## src/rtl/display_scan_ctrl.sv

```systemverilog
// Four-digit common-anode 7-segment scan controller with a dark guard at the start of every slot
// and frame-aligned display updates loaded through a request/acknowledge handshake.
module display_scan_ctrl #(
    parameter int DIV   = 100000,
    parameter int GUARD = 1000
) (
    input  logic        clk,
    input  logic        rst,
    input  logic [15:0] digits_in,
    input  logic [3:0]  blank_in,
    input  logic [3:0]  dp_in,
    input  logic        upd_req,
    output logic        upd_busy,
    output logic        upd_ack,
    output logic        frame_tick,
    output logic [3:0]  an,
    output logic [6:0]  seg,
    output logic        dp
);
    localparam int CW = $clog2(DIV);

    // pos_cnt/pos_idx give the slot position of the cycle that starts at the next clock edge,
    // so each registered output shows that position in the very cycle it belongs to.
    logic [CW-1:0] pos_cnt;
    logic [1:0]    pos_idx;
    logic [15:0]   sh_digits, act_digits, nxt_digits;
    logic [3:0]    sh_blank, act_blank, nxt_blank;
    logic [3:0]    sh_dp, act_dp, nxt_dp;
    logic          pending;
    logic          frame_start, do_xfer, in_guard, lit, slot_end;
    logic [3:0]    cur_hex;

    // Handshake: upd_req is accepted on any edge where upd_busy is low; upd_busy then stays high
    // until the frame boundary that applies the update, marked by a one-cycle upd_ack.
    assign upd_busy = pending;

    generate
        if (GUARD == 0) begin : g_no_guard
            assign in_guard = 1'b0;
        end else begin : g_guard
            assign in_guard = (pos_cnt < CW'(GUARD));
        end
    endgenerate

    function automatic logic [6:0] decode(input logic [3:0] h);
        logic [6:0] s;
        case (h)
            4'h0: s = 7'b1000000;
            4'h1: s = 7'b1111001;
            4'h2: s = 7'b0100100;
            4'h3: s = 7'b0110000;
            4'h4: s = 7'b0011001;
            4'h5: s = 7'b0010010;
            4'h6: s = 7'b0000010;
            4'h7: s = 7'b1111000;
            4'h8: s = 7'b0000000;
            4'h9: s = 7'b0010000;
            4'hA: s = 7'b0001000;
            4'hB: s = 7'b0000011;
            4'hC: s = 7'b1000110;
            4'hD: s = 7'b0100001;
            4'hE: s = 7'b0000110;
            default: s = 7'b0001110;
        endcase
        return s;
    endfunction

    always_comb begin
        slot_end    = (pos_cnt == CW'(DIV - 1));
        frame_start = (pos_cnt == '0) && (pos_idx == 2'd0);
        do_xfer     = frame_start && pending;
        nxt_digits  = do_xfer ? sh_digits : act_digits;
        nxt_blank   = do_xfer ? sh_blank  : act_blank;
        nxt_dp      = do_xfer ? sh_dp     : act_dp;
        cur_hex     = nxt_digits[{pos_idx, 2'b00} +: 4];
        lit         = !in_guard && !nxt_blank[pos_idx];
    end

    always_ff @(posedge clk) begin
        if (rst) begin
            pos_cnt    <= '0;
            pos_idx    <= 2'd0;
            sh_digits  <= 16'h0000;
            sh_blank   <= 4'h0;
            sh_dp      <= 4'h0;
            act_digits <= 16'h0000;
            act_blank  <= 4'h0;
            act_dp     <= 4'h0;
            pending    <= 1'b0;
            upd_ack    <= 1'b0;
            frame_tick <= 1'b0;
            an         <= 4'b1111;
            seg        <= 7'b1111111;
            dp         <= 1'b1;
        end else begin
            pos_cnt <= slot_end ? '0 : pos_cnt + 1'b1;
            if (slot_end) begin
                pos_idx <= pos_idx + 1'b1;
            end
            // Transfer uses the old pending flag, so a capture on a boundary edge waits a frame.
            if (do_xfer) begin
                act_digits <= sh_digits;
                act_blank  <= sh_blank;
                act_dp     <= sh_dp;
                pending    <= 1'b0;
            end else if (upd_req && !pending) begin
                sh_digits <= digits_in;
                sh_blank  <= blank_in;
                sh_dp     <= dp_in;
                pending   <= 1'b1;
            end
            upd_ack    <= do_xfer;
            frame_tick <= frame_start;
            an         <= lit ? ~(4'b0001 << pos_idx) : 4'b1111;
            seg        <= lit ? decode(cur_hex) : 7'b1111111;
            dp         <= lit ? ~nxt_dp[pos_idx] : 1'b1;
        end
    end
endmodule

```

## config.mk

```make
export PLATFORM = sky130hd
export DESIGN_NAME = display_scan_ctrl
export DESIGN_NICKNAME = d
export VERILOG_FILES = /design/src/rtl/display_scan_ctrl.sv
export SDC_FILE = /design/constraint.sdc
export NUM_CORES = 1
export LEC_CHECK = 0
export BUFFER_PORTS_ARGS = -buffer_cell sky130_fd_sc_hd__buf_2
export CAP_MARGIN = 10
export CORE_MARGIN = 2
export CORE_UTILIZATION = 52
export CTS_CLUSTER_DIAMETER = 80
export DETAILED_ROUTE_END_ITERATION = 6
export PLACE_DENSITY = 0.75
export REMOVE_ABC_BUFFERS = 1
export SYNTH_ARGS = -nofsm -noshare
export SYNTH_HDL_FRONTEND = slang
export SYNTH_SLANG_ARGS = --single-unit
```

## constraint.sdc

```tcl
create_clock -name clk -period 2.9 [get_ports clk]
set_input_delay 0.145 -clock clk [delete_from_list [all_inputs] [get_ports clk]]
set_output_delay 0.145 -clock clk [all_outputs]
set_load 0.005 [all_outputs]
```

==> results.yml, run 1 <==
synthesis:
  synth_ff_type: "dfxtp_1"
  async_reset_ff_share_pct: 0
  synth_top_cells_by_area: "dfxtp_1 (47%), mux2i_1 (8.6%), nand2_1 (6.4%)"
  ys.warnings.count: 0
  yosys_register_bits: 82
  ys_seq_area_share_pct: 46.82
  synth_top_cell_by_area: "dfxtp_1"
  yosys.area.top_type_share_pct: 46.82
  netlist_instances: 374
  yosys.cell_types.count: 47
  synth_edf_count: 0
  netlist_area_um2: 3506
  avgSynthCellArea_um2: 9.374
layout:
  final_common_cell: "dfxtp_1"
  area_delta_synth_final_pct: 19.63
  antenna_cells: 0
  fillers: 522
  final_nets: 474
  drive_above_1_share_pct: 23.86
  finalCoreUtilization_pct: 65.30
  layout_common_cells: "dfxtp_1 (81), nand2_1 (60), nor2_1 (52)"
cts:
  cts_tree: "yes"
  cts_buffer_depth: 2
  htreeDepth: 3
  path_clk_slew_ps: 80
  holdBufCountCts: 0
  worstSkewPairLatency_ps: 360
  cts_sinks: 82
  cts-root-buf: "clkbuf_8"
  cts_made_buffers: 9
drt:
  wl_per_cell_um: 13.26
  dr_total_vias: 2651
  postRouteAntennaNets: 0
  dr.pass1.iters: 4
  viasPerCell: 5.128
  routed_wl_mm: 6.853
  drt_iter0_drc: 117
  drc: 0
die:
  initial_utilization_pct: 54.59
  core_area_um2: 6422
  die_w_um: 86.11
  dieArea_um2: 7415
  num_rows: 29
  die_y_um: 86.11
  io_pins: 42
global_routing:
  use_met3_pct: 4.524
  use_met1_pct: 26.05
  grt_pass1_vias: 2478
  grt-busiest-layer: "met2"
  antenna_found_initial: 0
  use_met2_pct: 31.22
  grt_overflow_total: 0
  grtUsageTotal_pct: 19.91
  grt_max_degree: 56
  grt_pass1_wl_mm: 11.52
sta:
  tns_ps: -259.6
  setup_viol: 4
  clock.fmax_mhz: 328.3
  final.setup_skew_ps: 6.386
  tightest_slew_ps: 863.0
  post-route-min-period_ps: 3046
  layout_setup_ws_ps: -146.1
  rsz0062_at_grt: "true"
  hold_viol: 0
  slew_violations: 0
  relSlewSlack_pct: 42.47
  fin_crit_sh_pct: 105.0
power_and_ir_drop:
  p_per_area_nw_per_um2: 551.8
  ir_drop_uv: 304.7
  leakagePower_nw: 1.871
  p_total_mw: 2.314
critical_path:
  worst-path-stages: 9
  worstReg2RegEnd: "seg[3]"
  worstRegToRegCells: 9
  reg2reg_from: "pos_cnt[11]"
  r2r_setup_slack_ps: -150
  path_max_fanout: 12
  cp.arrival_ps: 3280
  worstPathCellList: "or4_4 -> nor4_4 -> nand3_2 -> buf_12 -> mux2i_1 -> mux4_2 -> ha_1 -> a2111oi_1 -> a2bb2oi_1"
  crit_type: "register to register"
  crit_path_top_delay_cell: "or4_4"
  slowest_delay_ps: 550
  cp-startpoint: "pos_cnt[11]"
  cp-endpoint: "seg[3]"
  crit_path_start_kind: "register"
  cp.required_ps: 3140
  critPathTopFamily: "simple AND/OR/NAND/NOR gates"
  critPathBufInv: 1
  worstSetupEndpointType: "register"
place:
  gp_congestion: 0.8382
  io_buffer_count: 41
  hpwl_mm: 4.630
run_status:
  violations: "setup timing"
  status: "finished, violations left"
min_path:
  hold_path_class: "input port to register"
run:
  cap_violations: 0
[layer usage]
layer	vias up	part of all wire (%)
met1	1228	47
met5	-	0
li1	1364	-
met3	14	3.4
met4	0	2.3
met2	45	47
[synth_stat cells (2+ instances only)]
cell       n
mux2i_1   30
nor3_1     2
mux4_2     6
nand2_1   60
nor4bb_1   2
or2_2      2
ha_1      12
o221ai_1   3
buf_8      2
xor2_1    10
nor4_1     2
inv_1     19
nand2b_1   2
clkbuf_1  14
buf_2      2
nand3_1    9
and2_1     3
nor2_1    52
xnor2_1    7
dfxtp_1   82
nand4_1    4
a21oi_1   24
[how the worst min path moves through the flow]
stage / start / to / slack, ps / depth (start not counted)
2_1_floorplan: rst / sh_blank[0] / 210 / 1
3_3_place_gp: digits_in[3] / sh_digits[3] / 390 / 3
3_5_place_dp: digits_in[1] / sh_digits[1] / 390 / 3
4_1_cts: digits_in[9] / sh_digits[9] / 0.6 / 3
5_1_grt: digits_in[9] / sh_digits[9] / 5 / 3
6_report: digits_in[9] / sh_digits[9] / 10 / 3
[state kept, by name, summed over array words and instances, names as in the netlist, 2 cells and up]
register    cells
pos_cnt        17
act_digits     16
sh_digits      16
seg             7
act_blank       4
act_dp          4
an              4
sh_blank        4
sh_dp           4
pos_idx         2
[what timing repair did]
| item | 4_1_cts | 5_1_grt |
|---|---|---|
| gates resized for setup | 6 | 6 |
| endpoints found under the setup margin | 7 | 7 |
| buffers inserted | 4 | 1 |
| pin swaps | 0 | 1 |
[cell families (layout without fill, tap and decap cells)]
| logic type | Yosys count | count (layout) | synth area share [%] |
|---|---|---|---|
| flip-flops | 82 | 82 | 46.82 |
| XOR/XNOR | 17 | 17 | 4.247 |
| buffers and inverters | 41 | 107 | 5.425 |
| multiplexers | 38 | 38 | 13.49 |
| adder cells (fa/ha/maj) | 12 | 12 | 4.283 |
| AO/OA/AOI/OAI | 35 | 35 | 6.139 |
| AND/OR/NAND/NOR | 149 | 149 | 19.59 |
[tightest hold or removal path: cells and delay by family]
kind	cells	cell delay, ps
compound gates	1	50
buf+inv	1	90
simple gates	1	40
[power by group]
part / internal [mW] / switching (mW)
Combinational: 0.0944 / 0.106
Sequential: 1.16 / 0.0208
Clock: 0.515 / 0.418
[through the flow]
stage	instance area, um^2	hold WS (ps)	instances	setup slack (ps)
after global routing	4194	4.955	517	-260.2
after global placement	3892	386.2	496	70.06
after detailed placement	3892	390.5	496	-4.640
final	4194	13.65	517	-146.1
after CTS	4168	0.6276	516	-81.56
after floorplan	3391	214.1	353	-402.4
[area by class of cell]
type                    count  area (um^2)  area share [%]
flip-flops and latches     82         1643           39.17
clock buffers              11        141.4           3.371
repair buffers             71        454.2           10.83
clock inverters             5        85.08           2.029
well taps                  77        96.34           2.297
multi-input cells         251         1699           40.51
inverters                  20        75.07           1.790
Note: power is estimated with default switching activity, not from simulation.
==> inputs of run 2 (changes only) <==
CAP_MARGIN = not set   (was 10)
CORE_UTILIZATION = 55   (was 52)
PLACE_DENSITY = 0.76   (was 0.75)
clock period = 3.14 ns   (was 2.9 ns; I/O delays follow)
==> results.yml, run 2 (synthesis gave the netlist of run 1 again) <==
run_status:
  status: "finished clean"
critical_path:
  worstSetupEndpointType: "register"
  cp.arrival_ps: 3310
  cp_common_cell: "mux2i_1"
  worstPathCellList: "or4_4 -> nor4_4 -> nand3_2 -> buf_8 -> mux2i_1 -> mux4_2 -> buf_4 -> ha_1 -> mux2i_1 -> a2bb2oi_1"
  cp.required_ps: 3420
  critPathBufInv: 2
  crit_path_start_kind: "register"
  critPathTopFamily: "simple AND/OR/NAND/NOR gates"
  slowest_delay_ps: 550
  worstReg2RegEnd: "seg[3]"
  crit_path_top_delay_cell: "or4_4"
  r2r_setup_slack_ps: 110
  path_max_fanout: 16
  crit_type: "register to register"
  worstRegToRegCells: 10
  reg2reg_from: "pos_cnt[11]"
cts:
  htreeDepth: 3
  worstSkewPairLatency_ps: 350
  cts_made_buffers: 9
  cts_tree: "yes"
  path_clk_slew_ps: 90
  cts_buffer_depth: 2
  holdBufCountCts: 0
  cts_sinks: 82
  cts-root-buf: "clkbuf_8"
drt:
  drc: 0
  routed_wl_mm: 6.621
  postRouteAntennaNets: 0
  dr.pass1.iters: 4
  wl_per_cell_um: 13.24
  dr_total_vias: 2627
  viasPerCell: 5.254
  drt_iter0_drc: 103
power_and_ir_drop:
  p_per_area_nw_per_um2: 486.5
  ir_drop_uv: 475.2
  clock_power_share_pct: 35.2
  pwr-share-seq_pct: 55.9
  combinationalPowerShare_pct: 8.8
  sw_frac_of_total_pct: 26.02
  p_total_mw: 1.951
  intPower_mw: 1.443
  leakagePower_nw: 1.738
  netSwitchingPower_mw: 0.5078
die:
  num_rows: 29
  io_pins: 42
  initial_utilization_pct: 56.17
  core_area_um2: 6241
  die_w_um: 83.84
  die_y_um: 83.84
  dieArea_um2: 7029
layout:
  layout_common_cells: "dfxtp_1 (81), nand2_1 (60), nor2_1 (52)"
  fillers: 526
  top_register: "pos_cnt"
  final_common_cell: "dfxtp_1"
  multiInputGateArea_um2: 1708
  final_nets: 457
  drive_above_1_share_pct: 21.28
  antenna_cells: 0
  final_cells: 500
  area_delta_synth_final_pct: 14.38
  largest_reg_flops: 17
  fin_area_um2: 4010
  reg.largest.list: "pos_cnt x17, act_digits x16, sh_digits x16"
  regArea_um2: 1643
global_routing:
  grtUsageTotal_pct: 19.99
  antenna_found_initial: 0
  grt_pass1_vias: 2498
  grt_max_degree: 56
  grt_pass1_wl_mm: 11.29
  grt_overflow_total: 0
place:
  dpl-instance-area_um2: 3775
  io_buffer_count: 41
  hpwl_mm: 4.687
  dp.cells: 482
  gp_congestion: 0.8727
sta:
  fin_crit_sh_pct: 96.49
  worst_hold_slack_ps: 32.29
  slew_violations: 0
  hold_viol: 0
  relSlewSlack_pct: 40.94
  rsz0062_at_grt: "true"
  post-route-min-period_ps: 3030
  tightest_slew_ps: 885.8
  final.setup_skew_ps: 7.133
  tns_ps: 0
  clock.fmax_mhz: 330.0
  setup_viol: 0
min_path:
  hold_end: "sh_digits[9]"
  hold_path_depth: 3
  hold_path_class: "input port to register"
  min_from: "digits_in[9]"
run:
  cap_violations: 0
-- run 2: cell types whose count changed in the layout (fill, tap and decap cells not counted), sizes merged --
cell and change:
clkinvlp +1, clkbuf -1, clkinv +2, buf -17, bufinv -2
-- run 2: worst max-delay path by stage --
| stage | start | end | slack [ps] | cells after the start |
|---|---|---|---|---|
| 3_5_place_dp | pos_cnt[12] | seg[3] | 100 | 9 |
| 3_3_place_gp | pos_cnt[11] | seg[3] | 200 | 9 |
| 4_1_cts | pos_cnt[6] | seg[2] | 80 | 9 |
| 6_report | pos_cnt[11] | seg[3] | 110 | 10 |
| 5_1_grt | pos_cnt[11] | seg[3] | -70 | 10 |
| 2_1_floorplan | pos_idx[1] | seg[3] | -160 | 11 |
-- run 2: routing by layer --
metal / vias to the layer above / routed length (um) / global-route usage (%)
met1: 1221 / 3152 / 26.05
met5: - / 0 / 0
met2: 58 / 3016 / 31.13
met4: 0 / 157 / 9.971
li1: 1334 / - / -
met3: 14 / 294 / 4.748
-- run 2: through the flow --
step | util [%] | worst slack (ps)
global placement | 60.49 | 204.9
CTS | 63.33 | 82.55
detailed placement | 60.49 | 104.2
global route | 64.25 | -67.38
floorplan | - | -162.4
finish | 64.25 | 110.1
-- run 2: power by group through the flow --
| stage | Sequential (mW) | Combinational, mW | Clock (mW) |
|---|---|---|---|
| 2_1_floorplan | 1.11 | 0.107 | 0 |
| 3_3_place_gp | 1.11 | 0.160 | 0 |
| 3_5_place_dp | 1.12 | 0.167 | 0 |
| 4_1_cts | 1.09 | 0.167 | 0.708 |
| 5_1_grt | 1.10 | 0.193 | 0.749 |
| 6_report | 1.09 | 0.172 | 0.688 |
-- run 2: final cells by class --
type	count	area share (%)
Sequential cell	82	40.97
Multi-Input combinational cell	251	42.59
Timing Repair Buffer	54	7.738
Clock inverter	6	1.248
Tap cell	77	2.402
Clock buffer	10	3.183
Inverter	20	1.872
-- run 2: worst min-delay path: cells and delay by family --
family / cells / cell delay [ps]
AND/OR/NAND/NOR: 1 / 40
buffers and inverters: 1 / 90
AO/OA/AOI/OAI: 1 / 50
-- run 2: repair_timing --
item | 4_1_cts | 5_1_grt
resized for setup | 0 | 12
setup buffers | 0 | 2
endpoints found under the setup margin | 0 | 3
